===== config.mk =====
export PLATFORM = sky130hd
export DESIGN_NAME = riscv_ifetch_flat
export DESIGN_NICKNAME = d
export VERILOG_FILES = /design/src/rtl/riscv_ifetch_if.sv /design/src/rtl/riscv_ifetch.sv /design/src/flat_wrapper.sv
export SDC_FILE = /design/constraint.sdc
export NUM_CORES = 1
export LEC_CHECK = 0
export ABC_AREA = 1
export BUFFER_PORTS_ARGS = -buffer_cell sky130_fd_sc_hd__buf_2
export CAP_MARGIN = 20
export CORE_MARGIN = 3
export CORE_UTILIZATION = 50
export CTS_BUF_LIST = sky130_fd_sc_hd__clkbuf_2 sky130_fd_sc_hd__clkbuf_4 sky130_fd_sc_hd__clkbuf_8
export CTS_CLUSTER_SIZE = 14
export DETAILED_ROUTE_END_ITERATION = 7
export GPL_TIMING_DRIVEN = 0
export PLACE_DENSITY = 0.75
export REMOVE_ABC_BUFFERS = 1
export SLEW_MARGIN = 20
export SYNTH_ARGS = -nofsm -noshare
export SYNTH_HDL_FRONTEND = slang
export SYNTH_SLANG_ARGS = --single-unit

===== constraint.sdc =====
create_clock -name clk -period 6.2 [get_ports clk]
set_input_delay 0.93 -clock clk [delete_from_list [all_inputs] [get_ports clk]]
set_output_delay 0.93 -clock clk [all_outputs]
set_load 0.1 [all_outputs]

===== src/rtl/riscv_ifetch_if.sv =====
// ----------------------------------------------------------------------------
// riscv_ifetch_if
// Purpose : bundles the signals between the instruction-fetch stage and its
//           neighbours (PC stage, instruction memory, decode stage).
// Signals :
//   fetch_pc       PC stage  -> fetch   current PC
//   redirect       PC stage  -> fetch   non-sequential PC change, flushes fetch
//   pc_advance     fetch     -> PC stage PC may step this cycle
//   imem_req_*     fetch    <-> memory  request channel (valid/ready, addr)
//   imem_rsp_*     memory    -> fetch   response (valid, data), no backpressure
//   id_*           fetch    <-> decode  instruction entry (valid/ready + payload)
//
// Handshake semantics: a transfer happens on a rising clock edge where both
// valid and ready are 1. Valid never depends on ready within the same cycle;
// ready may depend on valid. Payload is only meaningful while valid is 1.
// The response channel has no ready: the fetch stage always accepts it.
//
// Modports: master = the fetch stage, slave = the surrounding pipeline/memory.
// ----------------------------------------------------------------------------
interface riscv_ifetch_if #(
    parameter int WORD_LENGTH = 32
);
    logic [WORD_LENGTH-1:0] fetch_pc;
    logic                   redirect;
    logic                   pc_advance;
    logic                   imem_req_valid;
    logic                   imem_req_ready;
    logic [WORD_LENGTH-1:0] imem_req_addr;
    logic                   imem_rsp_valid;
    logic [WORD_LENGTH-1:0] imem_rsp_data;
    logic                   id_valid;
    logic                   id_ready;
    logic [WORD_LENGTH-1:0] id_insn;
    logic [WORD_LENGTH-1:0] id_pc;
    logic [WORD_LENGTH-1:0] id_pc_plus4;
    logic                   id_misaligned;

    modport master (
        input  fetch_pc, redirect, imem_req_ready, imem_rsp_valid,
               imem_rsp_data, id_ready,
        output pc_advance, imem_req_valid, imem_req_addr, id_valid,
               id_insn, id_pc, id_pc_plus4, id_misaligned
    );

    modport slave (
        output fetch_pc, redirect, imem_req_ready, imem_rsp_valid,
               imem_rsp_data, id_ready,
        input  pc_advance, imem_req_valid, imem_req_addr, id_valid,
               id_insn, id_pc, id_pc_plus4, id_misaligned
    );
endinterface


===== src/rtl/riscv_ifetch.sv =====
// ----------------------------------------------------------------------------
// riscv_ifetch
// Purpose : RISC-V instruction fetch stage. Issues at most one instruction
//           memory request at a time, buffers fetched instructions in a small
//           in-order FIFO for the decode stage, turns misaligned PCs into NOP
//           entries flagged as misaligned, and flushes on redirect.
// Ports   :
//   clk          in   rising-edge clock
//   x_reset      in   synchronous active-low reset
//   bus          if   riscv_ifetch_if.master (PC, memory and decode signals)
//   o_dbg_state  out  current FSM state (REQ=0, WAIT=1, DRAIN=2)
// Parameters:
//   WORD_LENGTH  address / instruction width
//   FIFO_DEPTH   fetched-instruction buffer depth, 2 or 4
//   NOP_INSN     instruction presented when no valid instruction exists
// ----------------------------------------------------------------------------
module riscv_ifetch #(
    parameter int                     WORD_LENGTH = 32,
    parameter int                     FIFO_DEPTH  = 2,
    parameter logic [WORD_LENGTH-1:0] NOP_INSN    = WORD_LENGTH'(32'h0000_0013)
) (
    input  logic             clk,
    input  logic             x_reset,
    riscv_ifetch_if.master   bus,
    output logic [1:0]       o_dbg_state
);

    localparam int PW = (FIFO_DEPTH > 1) ? $clog2(FIFO_DEPTH) : 1;
    localparam int CW = $clog2(FIFO_DEPTH + 1);

    typedef enum logic [1:0] {
        REQ   = 2'd0,  // ready to issue a request or push a misaligned NOP
        WAIT  = 2'd1,  // one request outstanding, response will be pushed
        DRAIN = 2'd2   // one request outstanding, response will be discarded
    } state_t;

    state_t                 r_state;
    state_t                 w_next_state;
    logic [WORD_LENGTH-1:0] r_req_pc;
    logic [CW-1:0]          r_count;
    logic [PW-1:0]          r_rd_ptr;
    logic [PW-1:0]          r_wr_ptr;
    logic [WORD_LENGTH-1:0] r_fifo_pc   [FIFO_DEPTH];
    logic [WORD_LENGTH-1:0] r_fifo_insn [FIFO_DEPTH];
    logic                   r_fifo_mis  [FIFO_DEPTH];

    logic                   w_aligned;
    logic                   w_has_credit;
    logic                   w_req_valid;
    logic                   w_req_fire;
    logic                   w_pc_advance;
    logic                   w_push;
    logic                   w_pop;
    logic [WORD_LENGTH-1:0] w_push_pc;
    logic [WORD_LENGTH-1:0] w_push_insn;
    logic                   w_push_mis;
    logic                   w_id_valid;
    logic [WORD_LENGTH-1:0] w_head_pc;

    assign w_aligned = (bus.fetch_pc[1:0] == 2'b00);

    // While a request is in flight its response needs a slot, so WAIT counts
    // as one reserved entry. Requests are only issued from REQ, but keeping
    // the reservation explicit makes the overflow argument local.
    assign w_has_credit = (r_count + CW'(r_state == WAIT)) < CW'(FIFO_DEPTH);

    // ------------------------------------------------------------------
    // Next-state and handshake decode
    // ------------------------------------------------------------------
    always_comb begin
        w_next_state = r_state;
        w_req_valid  = 1'b0;
        w_pc_advance = 1'b0;
        w_push       = 1'b0;
        w_push_pc    = r_req_pc;
        w_push_insn  = bus.imem_rsp_data;
        w_push_mis   = 1'b0;

        case (r_state)
            REQ: begin
                if (!bus.redirect && w_has_credit) begin
                    if (w_aligned) begin
                        w_req_valid = 1'b1;
                        if (bus.imem_req_ready) begin
                            w_pc_advance = 1'b1;
                            w_next_state = WAIT;
                        end
                    end else begin
                        // Misaligned PC: never reaches memory, decode sees a
                        // flagged NOP and handles the exception.
                        w_push       = 1'b1;
                        w_push_pc    = bus.fetch_pc;
                        w_push_insn  = NOP_INSN;
                        w_push_mis   = 1'b1;
                        w_pc_advance = 1'b1;
                    end
                end
            end
            WAIT: begin
                if (bus.redirect) begin
                    // A response in the redirect cycle is the stale one;
                    // drop it. Otherwise wait for it in DRAIN.
                    w_next_state = bus.imem_rsp_valid ? REQ : DRAIN;
                end else if (bus.imem_rsp_valid) begin
                    w_push       = 1'b1;
                    w_next_state = REQ;
                end
            end
            DRAIN: begin
                // The arriving response is the single outstanding one, so it
                // ends DRAIN even if another redirect coincides; a redirect
                // with no response leaves the state unchanged.
                if (bus.imem_rsp_valid) begin
                    w_next_state = REQ;
                end
            end
            default: begin
                w_next_state = REQ;
            end
        endcase

        if (!x_reset) begin
            w_next_state = REQ;
            w_req_valid  = 1'b0;
            w_pc_advance = 1'b0;
            w_push       = 1'b0;
        end
    end

    assign w_req_fire = w_req_valid && bus.imem_req_ready;
    assign w_id_valid = (r_count != '0);
    assign w_pop      = w_id_valid && bus.id_ready && !bus.redirect;

    // ------------------------------------------------------------------
    // State, request PC and FIFO bookkeeping
    // ------------------------------------------------------------------
    always_ff @(posedge clk) begin
        if (!x_reset) begin
            r_state  <= REQ;
            r_req_pc <= '0;
            r_count  <= '0;
            r_rd_ptr <= '0;
            r_wr_ptr <= '0;
        end else begin
            r_state <= w_next_state;
            if (w_req_fire) begin
                r_req_pc <= bus.fetch_pc;
            end
            if (bus.redirect) begin
                // Flush wins over any push/pop requested this cycle.
                r_count  <= '0;
                r_rd_ptr <= '0;
                r_wr_ptr <= '0;
            end else begin
                if (w_push) begin
                    r_wr_ptr <= (r_wr_ptr == PW'(FIFO_DEPTH - 1)) ? '0 : r_wr_ptr + PW'(1);
                end
                if (w_pop) begin
                    r_rd_ptr <= (r_rd_ptr == PW'(FIFO_DEPTH - 1)) ? '0 : r_rd_ptr + PW'(1);
                end
                if (w_push && !w_pop) begin
                    r_count <= r_count + CW'(1);
                end else if (!w_push && w_pop) begin
                    r_count <= r_count - CW'(1);
                end
            end
        end
    end

    // Storage needs no reset: entries are only visible while count != 0.
    always_ff @(posedge clk) begin
        if (w_push) begin
            r_fifo_pc[r_wr_ptr]   <= w_push_pc;
            r_fifo_insn[r_wr_ptr] <= w_push_insn;
            r_fifo_mis[r_wr_ptr]  <= w_push_mis;
        end
    end

    // ------------------------------------------------------------------
    // Outputs
    // ------------------------------------------------------------------
    assign w_head_pc = w_id_valid ? r_fifo_pc[r_rd_ptr] : '0;

    assign bus.imem_req_valid = w_req_valid;
    assign bus.imem_req_addr  = bus.fetch_pc;
    assign bus.pc_advance     = w_pc_advance;
    assign bus.id_valid       = w_id_valid;
    assign bus.id_insn        = w_id_valid ? r_fifo_insn[r_rd_ptr] : NOP_INSN;
    assign bus.id_pc          = w_head_pc;
    assign bus.id_pc_plus4    = w_head_pc + WORD_LENGTH'(4);
    assign bus.id_misaligned  = w_id_valid ? r_fifo_mis[r_rd_ptr] : 1'b0;
    assign o_dbg_state        = r_state;

endmodule


===== src/flat_wrapper.sv =====
// flat-port wrapper written by rule: the top's interface ports become plain ports
module riscv_ifetch_flat 
#(
    parameter int                     WORD_LENGTH = 32,
    parameter int                     FIFO_DEPTH  = 2,
    parameter logic [WORD_LENGTH-1:0] NOP_INSN    = WORD_LENGTH'(32'h0000_0013)
)
  (clk, x_reset, o_dbg_state, bus_fetch_pc, bus_redirect, bus_imem_req_ready, bus_imem_rsp_valid, bus_imem_rsp_data, bus_id_ready, bus_pc_advance, bus_imem_req_valid, bus_imem_req_addr, bus_id_valid, bus_id_insn, bus_id_pc, bus_id_pc_plus4, bus_id_misaligned);
  riscv_ifetch_if #(.WORD_LENGTH(WORD_LENGTH)) bus_i ();
  input  logic clk;
  input  logic x_reset;
  output logic [1:0] o_dbg_state;
  input wire logic [$bits(bus_i.fetch_pc)-1:0] bus_fetch_pc;
  input wire logic [$bits(bus_i.redirect)-1:0] bus_redirect;
  input wire logic [$bits(bus_i.imem_req_ready)-1:0] bus_imem_req_ready;
  input wire logic [$bits(bus_i.imem_rsp_valid)-1:0] bus_imem_rsp_valid;
  input wire logic [$bits(bus_i.imem_rsp_data)-1:0] bus_imem_rsp_data;
  input wire logic [$bits(bus_i.id_ready)-1:0] bus_id_ready;
  output wire logic [$bits(bus_i.pc_advance)-1:0] bus_pc_advance;
  output wire logic [$bits(bus_i.imem_req_valid)-1:0] bus_imem_req_valid;
  output wire logic [$bits(bus_i.imem_req_addr)-1:0] bus_imem_req_addr;
  output wire logic [$bits(bus_i.id_valid)-1:0] bus_id_valid;
  output wire logic [$bits(bus_i.id_insn)-1:0] bus_id_insn;
  output wire logic [$bits(bus_i.id_pc)-1:0] bus_id_pc;
  output wire logic [$bits(bus_i.id_pc_plus4)-1:0] bus_id_pc_plus4;
  output wire logic [$bits(bus_i.id_misaligned)-1:0] bus_id_misaligned;
  assign bus_i.fetch_pc = bus_fetch_pc;
  assign bus_i.redirect = bus_redirect;
  assign bus_i.imem_req_ready = bus_imem_req_ready;
  assign bus_i.imem_rsp_valid = bus_imem_rsp_valid;
  assign bus_i.imem_rsp_data = bus_imem_rsp_data;
  assign bus_i.id_ready = bus_id_ready;
  assign bus_pc_advance = bus_i.pc_advance;
  assign bus_imem_req_valid = bus_i.imem_req_valid;
  assign bus_imem_req_addr = bus_i.imem_req_addr;
  assign bus_id_valid = bus_i.id_valid;
  assign bus_id_insn = bus_i.id_insn;
  assign bus_id_pc = bus_i.id_pc;
  assign bus_id_pc_plus4 = bus_i.id_pc_plus4;
  assign bus_id_misaligned = bus_i.id_misaligned;
  riscv_ifetch #(.WORD_LENGTH(WORD_LENGTH), .FIFO_DEPTH(FIFO_DEPTH), .NOP_INSN(NOP_INSN)) u_core (.clk(clk), .x_reset(x_reset), .bus(bus_i), .o_dbg_state(o_dbg_state));
endmodule

# == After elaboration in Yosys (flattened, before gate mapping) ==
# Memory sizes are Yosys's and may differ from the RTL's. A register that Yosys moved wholly into a read port is not among the register bits.
# Cells that the tools add are included.
# totals
out_inout_bits,134
mem_bits_rw,130
wordCells,80
inputBits,70
mem_count,3
regBits,38
# classes
n_bitwise,1
n_mux,44
magnitude_cmp,1
eq_ne,5
n_reduce_logical,15
addsub,6
# memory_table
name,words,width,rd,rd_clocked_by_memory_dff,wr,line_no,rtl
u_core.r_fifo_insn,2,32,1,1,1,riscv_ifetch.sv:44,logic [WORD_LENGTH-1:0] r_fifo_insn [FIFO_DEPTH];
u_core.r_fifo_pc,2,32,1,1,1,riscv_ifetch.sv:43,logic [WORD_LENGTH-1:0] r_fifo_pc [FIFO_DEPTH];
u_core.r_fifo_mis,2,1,1,1,1,riscv_ifetch.sv:45,logic r_fifo_mis [FIFO_DEPTH];
# op_table
operator,count
two-way mux 32 bit,8
"adder 32 x 3 -> 32 bit, second input constant",1
two-way mux 1 bit,26
two-way mux 2 bit,8
logical AND 1 bit,6
one-hot mux 2 bit (3 select lines),1
zero test 2 bit,2
"!= test 2 x 1 -> 1 bit, second input constant",2
nonzero test 2 bit,2
zero test 1 bit,3
AND reduction 3 bit,1
"adder 1 bit, second input constant",2
adder 2 x 1 -> 2 bit,1
"adder 2 x 1 -> 2 bit, second input constant",1
"== test 2 x 1 -> 1 bit, second input constant",1
"== test 2 bit, second input constant",1
"less-than comparator 2 bit, second input constant",1
"!= test 2 bit, second input constant",1
one-hot mux 1 bit (2 select lines),1
OR reduction 2 bit,1
"subtractor 2 x 1 -> 2 bit, second input constant",1
inverter 1 bit,1

# == Logic depth before layout (Yosys ltp) ==
# depth
ltp_word,11
ltp_mapped,14
ltp_nobuf,13

# == Worst setup path after synthesis ==
# Ideal clock, no wire load.
# synth_path
path_type,register to output
startpoint,reg u_core.r_count[0]
endpoint,out bus_id_pc_plus4[8]
required_ns,5.270
n_path_buf,2
setup_slack_ns,1.020
arrival_ns,4.250
stages_incl_launch_ff,14
cell_sequence,dfxtp_1 > nor2_4 > inv_4 > buf_4 > buf_2 > nand2_1 > inv_1 > ha_1 > inv_1 > nor2_4 > nand2_1 > inv_1 > nor2_1 > a21oi_1
# synth_between
elab_chain_cells,3
# synth_rtl
element,line_no,rtl
start: declaration,riscv_ifetch.sv:40,logic [CW-1:0] r_count;
start signal: assignment,riscv_ifetch.sv:162,r_count <= r_count + CW'(1);
start signal: assignment,riscv_ifetch.sv:164,r_count <= r_count - CW'(1);
nonzero test 2 bit,riscv_ifetch.sv:131,assign w_id_valid = (r_count != '0);
named net bus_id_valid,flat_wrapper.sv:22,output wire logic [$bits(bus_i.id_valid)-1:0] bus_id_valid;
two-way mux 32 bit,riscv_ifetch.sv:182,assign w_head_pc = w_id_valid ? r_fifo_pc[r_rd_ptr] : '0;
named net bus_id_pc[3],flat_wrapper.sv:24,output wire logic [$bits(bus_i.id_pc)-1:0] bus_id_pc;
adder 32 x 3 -> 32 bit,riscv_ifetch.sv:190,assign bus.id_pc_plus4 = w_head_pc + WORD_LENGTH'(4);
end: declaration,flat_wrapper.sv:25,output wire logic [$bits(bus_i.id_pc_plus4)-1:0] bus_id_pc_plus4;
# The timed path passes the listed nets, and every way through them passes these cells.

# == Worst setup path after layout ==
# layout_path
startpoint,reg u_core.r_count[0]
endpoint,out bus_id_pc_plus4[18]
# layout_between
elab_chain_cells,3
# layout_rtl
element,line_no
nonzero test 2 bit,riscv_ifetch.sv:131
two-way mux 32 bit,riscv_ifetch.sv:182
adder 32 x 3 -> 32 bit,riscv_ifetch.sv:190
# Every way passes these cells.

==> load_flow_metrics.sql <==
INSERT INTO impl_metrics (metric_group, metric, value, unit) VALUES
('cts', 'root_buffer', 'clkbuf_8', ''),
('synth', 'netlist_cell_types', '31', ''),
('floorplan', 'die-width', '136', 'microns'),
('sta', 'clock-skew-final', '0.00812', 'ns'),
('pwr', 'power.ir.vdd_worst', '0.139', 'mV'),
('synth', 'synth_flop_cell', 'edfxtp_1', ''),
('grt', 'grt_util_overall', '22.1', '%'),
('floorplan', 'core_region_area', '16200', 'sq um'),
('synth', 'synth_seq_area_share', '55.5', '%'),
('cts', 'cts_tree', 'yes', ''),
('cts', 'post_cts_setup_buffer_count', '0', ''),
('drt', 'routed_wirelength', '20.6', 'mm'),
('synth', 'synth.top_cells.by_count', 'nand2_1 (320), nor2_1 (140), edfxtp_1 (130)', ''),
('placement', 'dpl_worst_slack', '2.02', 'ns'),
('synth', 'syn_area_per_cell', '8.48', 'sq um'),
('synth', 'yosysWarnings', '0', ''),
('grt', 'met3_use_gr', '3.89', '%'),
('drt', 'drc', '0', ''),
('sta', 'timing.final.hold_violations', '0', ''),
('cts', 'cts.sink_count', '169', ''),
('cts', 'postCtsHoldBufs', '0', ''),
('synth', 'synth_seq_cells', '169', ''),
('placement', 'area_after_dpl', '9370', 'sq um'),
('grt', 'busiest_layer', 'met2', ''),
('synth', 'synth_largest_type_area_fraction', '46.2', '%'),
('worst_setup_path', 'slowest_delay', '0.75', 'ns'),
('sta', 'final.period_utilization', '75.5', '%'),
('status', 'outcome', 'complete, no violations', ''),
('drt', 'detailroute.via_count', '6904', ''),
('drt', 'drt-vias-per-instance', '5.02', ''),
('worst_setup_path', 'critPathMostFrequentCell', 'nor2_4', ''),
('sta', 'max_slew_margin', '37.4', '%'),
('synth', 'ys_async_sr_fraction', '0', '%'),
('sta', 'post-route-min-period', '4.68', 'ns'),
('grt', 'grt.met2_usage', '37.3', '%'),
('floorplan', 'initial_utilization', '52.0', '%'),
('cts', 'worst_path_clk_slew', '0.09', 'ns'),
('floorplan', 'design.portCount', '204', ''),
('cts', 'cts-buffers-inserted', '17', ''),
('cells_and_area', 'nFillCells', '1432', ''),
('synth', 'yosysMostFrequentCell', 'nand2_1', ''),
('worst_setup_path', 'worst-endpoint-required', '5.27', 'ns'),
('cells_and_area', 'area.growth.synth_to_final', '16.7', '%'),
('worst_setup_path', 'critical_path.endpoint_type', 'output port', ''),
('cells_and_area', 'antenna_cells', '0', ''),
('floorplan', 'dieHeight', '136', 'microns'),
('cells_and_area', 'final_core_utilization', '60.7', '%'),
('pwr', 'power_per_cell_area', '283', 'nW/um^2'),
('placement', 'io_buffer_count', '203', ''),
('worst_setup_path', 'crit_type', 'flip-flop to output port', ''),
('cts', 'ctsHtreeMaxLevel', '4', ''),
('grt', 'number_of_global_route_vias_before_repair', '6367', ''),
('worst_setup_path', 'slowest_stage', 'nor2_4', ''),
('cts', 'clk_latency', '0.45', 'ns'),
('grt', 'grt_first_pass_wirelength', '31.7', 'mm'),
('drt', 'drt_iter0_drc', '528', ''),
('cells_and_area', 'fin_area', '9860', 'sq um'),
('sta', 'rsz0062_at_grt', 'false', ''),
('drt', 'wl_per_cell', '15.0', 'microns'),
('worst_setup_path', 'kind_of_start_point_of_the_critical_path', 'flip-flop', ''),
('sta', 'report.final.setup_viol', '0', ''),
('grt', 'grt.overflow.total', '0', ''),
('grt', 'grt_antenna_before_repair', '0', ''),
('worst_setup_path', 'worst-endpoint-arrival', '3.75', 'ns'),
('synth', 'synth_cells', '996', ''),
('cells_and_area', 'drive_gt1_share', '24.4', '%'),
('drt', 'detail_route.first_pass.iterations', '5', ''),
('pwr', 'total_leakage_power', '4.60', 'nW'),
('drt', 'ant_nets', '0', ''),
('grt', 'grt_start_max_net_pins', '66', ''),
('synth', 'syn-cell-area', '8440', 'sq um');
[sequential cells by signal (all words and copies together) (netlist names), named ones only]
signal,count
u_core.o_dbg_state,2
u_core.r_count,2
u_core.r_fifo_insn,64
u_core.r_fifo_mis,2
u_core.r_fifo_pc,64
u_core.r_rd_ptr,1
u_core.r_req_pc,32
u_core.r_wr_ptr,1
[power by group]
part | internal (mW) | leakage (nW) | switching, mW | total, mW
Clock | 0.454 | 0.222 | 0.423 | 0.878
Combinational | 0.106 | 2.85 | 0.526 | 0.632
Sequential | 1.27 | 1.53 | 0.0126 | 1.28
Total | 1.83 | 4.60 | 0.963 | 2.79
[critical path, delay by kind of cell, from the launching register on]
family | cells | cell delay, ns
xor gates and xnor gates | 1 | 0.14
adders and majority gates | 1 | 0.22
buffers and inverters | 5 | 1.33
DFF | 1 | 0.39
and+or+nand+nor | 5 | 1.16
[layout by cell type (no fill, tap or decap), drive strengths merged, types with 3 or more instances in the layout]
cell type  count
clkinv         3
nand2        323
nor2         153
buf          209
inv           94
xor2          14
or2            3
bufinv         4
nand3         80
a21oi         43
clkbuf        18
o21ai         36
edfxtp       130
dfxtp         39
[cell families (layout without fill, tap and decap cells)]
group                      count (synthesis)  in the layout  share of synthesized area, %
buffers and inverters                    168            330                          10.1
and+or+nand+nor                          564            564                          28.0
AOI/OAI and AO/OA                         79             79                          4.73
adders and majority gates                  2              2                         0.296
DFF                                      169            169                          55.5
xor gates and xnor gates                  14             14                          1.45
[routing by layer]
| metal | up-vias | routed length [microns] |
|---|---|---|
| met3 | 41 | 1170 |
| met4 | 0 | 488 |
| met2 | 235 | 10200 |
| li1 | 3461 | - |
| met5 | - | 0 |
| met1 | 3167 | 8700 |
[per-stage QoR]
step / instances / hold WS [ns] / TNS (ns) / power, mW
after CTS: 1373 / 0.461 / 0 / 2.80
after global routing: 1374 / 0.487 / 0 / 2.89
after detailed placement: 1341 / 0.447 / 0 / 1.94
after floorplan: 917 / 0.436 / -4.91 / 1.71
after global placement: 1336 / 0.443 / -88.99 / 1.92
final: 1374 / 0.461 / 0 / 2.79
[final cells by class]
cell class	instances	area (sq um)	area share [%]
clock inverters	14	210	2.13
flip-flops and latches	169	4690	47.6
inverters	89	342	3.47
multi-input cells	659	2930	29.7
repair buffers	209	1170	11.9
well taps	216	270	2.74
clock buffers	18	241	2.45
[final timing paths]
check	from	to	slack (ns)	cells past startpoint
setup / recovery	u_core.r_count[0]	bus_id_pc_plus4[18]	1.52	12
hold / removal	u_core.r_req_pc[1]	u_core.r_req_pc[1]	0.46	2
setup reg to reg	u_core.o_dbg_state[0]	u_core.r_fifo_pc[0][9]	3.17	9
hold reg to reg	u_core.r_req_pc[1]	u_core.r_req_pc[1]	0.46	2
No activity file was read; power rests on OpenSTA's default activity.
